[config.mk]
export PLATFORM = sky130hd
export DESIGN_NAME = mux_rr_sel_gen
export DESIGN_NICKNAME = d
export VERILOG_FILES = /design/src/rtl/mux_rr_sel_gen.sv
export SDC_FILE = /design/constraint.sdc
export NUM_CORES = 1
export LEC_CHECK = 0
export ABC_AREA = 1
export CORE_AREA = 5 5 49 51
export CTS_CLUSTER_DIAMETER = 30
export DETAILED_ROUTE_END_ITERATION = 16
export DIE_AREA = 0 0 54 56
export PLACE_DENSITY = 0.78
export SLEW_MARGIN = 20
export SYNTH_ARGS = -nofsm -noshare
export SYNTH_HDL_FRONTEND = slang
export SYNTH_SLANG_ARGS = --single-unit
[constraint.sdc]
create_clock -name clk -period 1.63 [get_ports clk]
set_input_delay 0.326 -clock clk [delete_from_list [all_inputs] [get_ports clk]]
set_output_delay 0.326 -clock clk [all_outputs]
set_load 0.1 [all_outputs]
[src/rtl/mux_rr_sel_gen.sv]
// rtl/mux_rr_sel_gen.sv - round-robin select generator with bounded bursts for a 3-input mux
module mux_rr_sel_gen #(
    parameter int MAX_BURST = 4,
    parameter int CNT_W     = 4
) (
    input  logic             clk,
    input  logic             rst,
    input  logic [2:0]       req,
    input  logic             ready,
    output logic [1:0]       sel,
    output logic [2:0]       grant,
    output logic             valid,
    output logic [CNT_W-1:0] beat_cnt
);

    typedef enum logic {S_IDLE, S_GRANT} state_t;

    localparam logic [1:0]       SEL_IDLE = 2'b11;
    localparam logic [CNT_W-1:0] CNT_LAST = CNT_W'(MAX_BURST - 1);

    state_t           state_q, state_d;
    logic [1:0]       sel_q, sel_d;
    logic [2:0]       grant_q, grant_d;
    logic [CNT_W-1:0] beat_cnt_q, beat_cnt_d;
    logic [1:0]       ptr_q, ptr_d;

    logic       req_cur;
    logic       beat;
    logic       release_grant;
    logic [1:0] winner_idle;
    logic [1:0] winner_rel;

    // Candidates are examined at ptr+1, ptr+2, ptr (mod 3); 2'b11 means no requester.
    function automatic logic [1:0] rr_pick(input logic [2:0] r, input logic [1:0] p);
        logic [1:0] w;
        w = SEL_IDLE;
        case (p)
            2'd0:    w = r[1] ? 2'd1 : r[2] ? 2'd2 : r[0] ? 2'd0 : SEL_IDLE;
            2'd1:    w = r[2] ? 2'd2 : r[0] ? 2'd0 : r[1] ? 2'd1 : SEL_IDLE;
            default: w = r[0] ? 2'd0 : r[1] ? 2'd1 : r[2] ? 2'd2 : SEL_IDLE;
        endcase
        return w;
    endfunction

    function automatic logic [2:0] onehot(input logic [1:0] s);
        logic [2:0] g;
        g = 3'b000;
        case (s)
            2'd0:    g = 3'b001;
            2'd1:    g = 3'b010;
            2'd2:    g = 3'b100;
            default: g = 3'b000;
        endcase
        return g;
    endfunction

    always_comb begin
        req_cur = 1'b0;
        case (sel_q)
            2'd0:    req_cur = req[0];
            2'd1:    req_cur = req[1];
            2'd2:    req_cur = req[2];
            default: req_cur = 1'b0;
        endcase
    end

    assign valid         = (state_q == S_GRANT) && req_cur;
    assign beat          = valid && ready;
    assign release_grant = !req_cur || (beat && (beat_cnt_q == CNT_LAST));
    assign winner_idle   = rr_pick(req, ptr_q);
    assign winner_rel    = rr_pick(req, sel_q);

    always_comb begin
        state_d    = state_q;
        sel_d      = sel_q;
        grant_d    = grant_q;
        beat_cnt_d = beat_cnt_q;
        ptr_d      = ptr_q;
        case (state_q)
            S_IDLE: begin
                if (req != 3'b000) begin
                    state_d    = S_GRANT;
                    sel_d      = winner_idle;
                    grant_d    = onehot(winner_idle);
                    beat_cnt_d = '0;
                end
            end
            S_GRANT: begin
                if (release_grant) begin
                    // Re-pick relative to the releasing source so grants chain with no bubble.
                    ptr_d      = sel_q;
                    beat_cnt_d = '0;
                    if (winner_rel != SEL_IDLE) begin
                        state_d = S_GRANT;
                        sel_d   = winner_rel;
                        grant_d = onehot(winner_rel);
                    end else begin
                        state_d = S_IDLE;
                        sel_d   = SEL_IDLE;
                        grant_d = 3'b000;
                    end
                end else if (beat) begin
                    beat_cnt_d = beat_cnt_q + 1'b1;
                end
            end
            default: begin
                state_d    = S_IDLE;
                sel_d      = SEL_IDLE;
                grant_d    = 3'b000;
                beat_cnt_d = '0;
            end
        endcase
    end

    always_ff @(posedge clk) begin
        if (rst) begin
            state_q    <= S_IDLE;
            sel_q      <= SEL_IDLE;
            grant_q    <= 3'b000;
            beat_cnt_q <= '0;
            ptr_q      <= 2'd2;
        end else begin
            state_q    <= state_d;
            sel_q      <= sel_d;
            grant_q    <= grant_d;
            beat_cnt_q <= beat_cnt_d;
            ptr_q      <= ptr_d;
        end
    end

    assign sel      = sel_q;
    assign grant    = grant_q;
    assign beat_cnt = beat_cnt_q;

endmodule

==> metrics <==
post-layout util a little under 70%; count leader, synth nand2_1; EDFF count, synth 0; Top Usage Layer GRT met2; Synth top area share between 20% and 30%; worst skew pair latency 280 ps; Fillers 160; Worst-path clk slew around 80 ps; Period Utilization, post-route 95.5%; unrepaired setup endpoints after global routing false; vias 943; Sequential Area 255 um^2; post-synthesis sequential area ratio 26.5%; internal power between 600 and 700 uW; Logic pwr share 45.1%; Initial Utilization 47.7%; hold path cells 2; mapped cell area 907 um^2; Tmin final 1560 ps; area of the multi-input gates 572 um^2; CTS tree built; critical path fanouts, max 7; Final Power about 1100 uW; Worst EP required roughly 1300 ps; DRC viols 0; initial antenna violation count 0; WS Path Type reg -> out; status finished, final reports clean; R2R Path Start beat_cnt[0]; Cell Area, Placed 1250 um^2; final setup fails 0; final instance area approximately 1300 um^2; Sink Count 12; 1st-iter DRT viols 24; Place WS -95.5 ps; Post-Route WL 2210 um; Avg Inst Size Synth around 6.4 um^2; met1 Use GR between 10% and 20%; GRT overflow 0; H-tree Lvls 1; post-synth top area cell dfxtp_1; sw frac around 42%; Routed Antenna Nets 0; startpoint of the worst hold path beat_cnt[3]; Static Leak 0.000612 uW; hpwl dp 1750 um; area grow syn2layout 44.1%; Sequential Power Share 32.6%; Power Density 831 nW/um^2; Initial DRT Pass Iterations 5; Worst R2R Path Depth 8; Mapped Cells approximately 140; DR WL/cell ~11 um; Root Driver clkbuf_4; CTS Hold Bufs 0; CP Launch Type flip-flop; Worst-Margin Slew 385 ps; Slew Viols, Final 0; layout cells sized above 1 between 30% and 40%; Core Box Area 1900 um^2; worst-case vdd ir drop 493 uV; die width 54 um; Net Count, Synth 148; Tot GR Track Use around 17%; Psw 451 uW; global-route wire length before repair 3870 um; Netlist cell types 24; synth top area cells dfxtp_1 26%, nand2_1 17%, nand3_1 14%, inv_1 6.2%, nor2_1 5.8%; met3 usage 3.22%; most frequent cells after synthesis 40 x nand2_1, 25 x nand3_1, 15 x inv_1; Yosys warnings 0; Clock Power Share 22.3%; Ant. Diodes 0; CTS Buffer Depth 2; Fin. Hold Viols 0; vias in the first global route 933; via/cell ratio 4.84; r2r endpoint ptr_q[0]; # port buffers 15; max_cap viols 0; HP Class reg -> reg; worst hold slack 494 ps; FMAX 0.643 GHz; met2 Track Usage GR 28.9%; ys async rst share 0%; Top FF cell, synth dfxtp_1; CP arrival 1230 ps; Crit. End Element primary output; IO Pins 16; die span in y 56 um; area of the die 3020 um^2; #FFs+latches synth 12; Slew HR 74.3%; Worst Hold End beat_cnt[3]; Setup WS post-layout 73.8 ps; clk_skew roughly 2.2 ps; largest net degree at the start of global routing 12; Num CTS Buffers 3; GP Congestion 0.979; nets approximately 180; FF-to-FF setup slack between 200 and 300 ps; # rows 16
-- sequential cells by signal, summed over array words and instances, names as in the netlist --
register and cells:
beat_cnt 4, grant 3, ptr_q 2, sel 2, state_q 1
-- layout by cell type, fill, tap and decap left out, drive strengths merged --
cell type       n
inv            19
nand2          45
o21ai           2
a21oi           5
clkdlybuf4s50   2
nand3          31
dfxtp          12
xor2            1
nor2           19
xnor2           1
clkbuf          4
nand4           1
dlygate4sd2     3
ha              1
buf            22
-- logic make-up after synthesis --
kind of cell / count (synthesis) / share of synthesized area (%)
DFF: 12 / 26.5
buffers and inverters: 23 / 11.6
and+or+nand+nor: 96 / 54.3
xor gates and xnor gates: 2 / 1.93
AOI/OAI and AO/OA: 7 / 4.28
adders and majority gates: 1 / 1.38
-- worst max-delay path by stage --
stage | from | end | slack [ps] | cells after the start
after CTS | sel[1] | valid | 30 | 6
after global placement | req[2] | valid | -60 | 6
after floorplan | sel[1] | valid | -140 | 5
after global routing | sel[1] | valid | 6 | 6
after detailed placement | req[1] | grant[0] | -100 | 10
final | sel[1] | valid | 70 | 6
-- cell type report --
type | count | area share, %
clock buffers | 4 | 2.78
inverters | 19 | 5.65
multi-input cells | 106 | 43.7
flip-flops and latches | 12 | 19.5
well taps | 27 | 2.58
repair buffers | 27 | 25.7
-- routing by layer --
metal	part of all wire, %	wire length, um	vias up
li1	-	-	497
met1	41	912	421
met2	53	1170	20
met3	4.1	91	5
met4	1.8	40	0
met5	0	0	-
-- power groups by stage --
stage                     Sequential (uW)  Combinational, uW  Clock, uW
after floorplan                       468                214          0
after global placement                364                465          0
after detailed placement              366                473          0
after CTS                             360                472        245
after global routing                  360                526        263
final                                 354                490        242
-- what timing repair did --
action / CTS / global route
endpoints found under the setup margin: 1 / 1
pin swaps: 1 / 0
buffers inserted: 0 / 3
gates resized for setup: 4 / 0
-- metrics by stage --
stage,TNS [ps],instances
floorplan,-140,141
global placement,-229,188
detailed placement,-546,188
CTS,0,192
global route,0,195
finish,0,195
-- critical path, stage by stage (launching register included) --
cell     delay [ps]
dfxtp_4         390
inv_4            70
nand2_1          50
nand2_2          70
nand3_4          80
nor2_4          110
buf_12          180
Note: power is estimated with default switching activity, not from simulation.
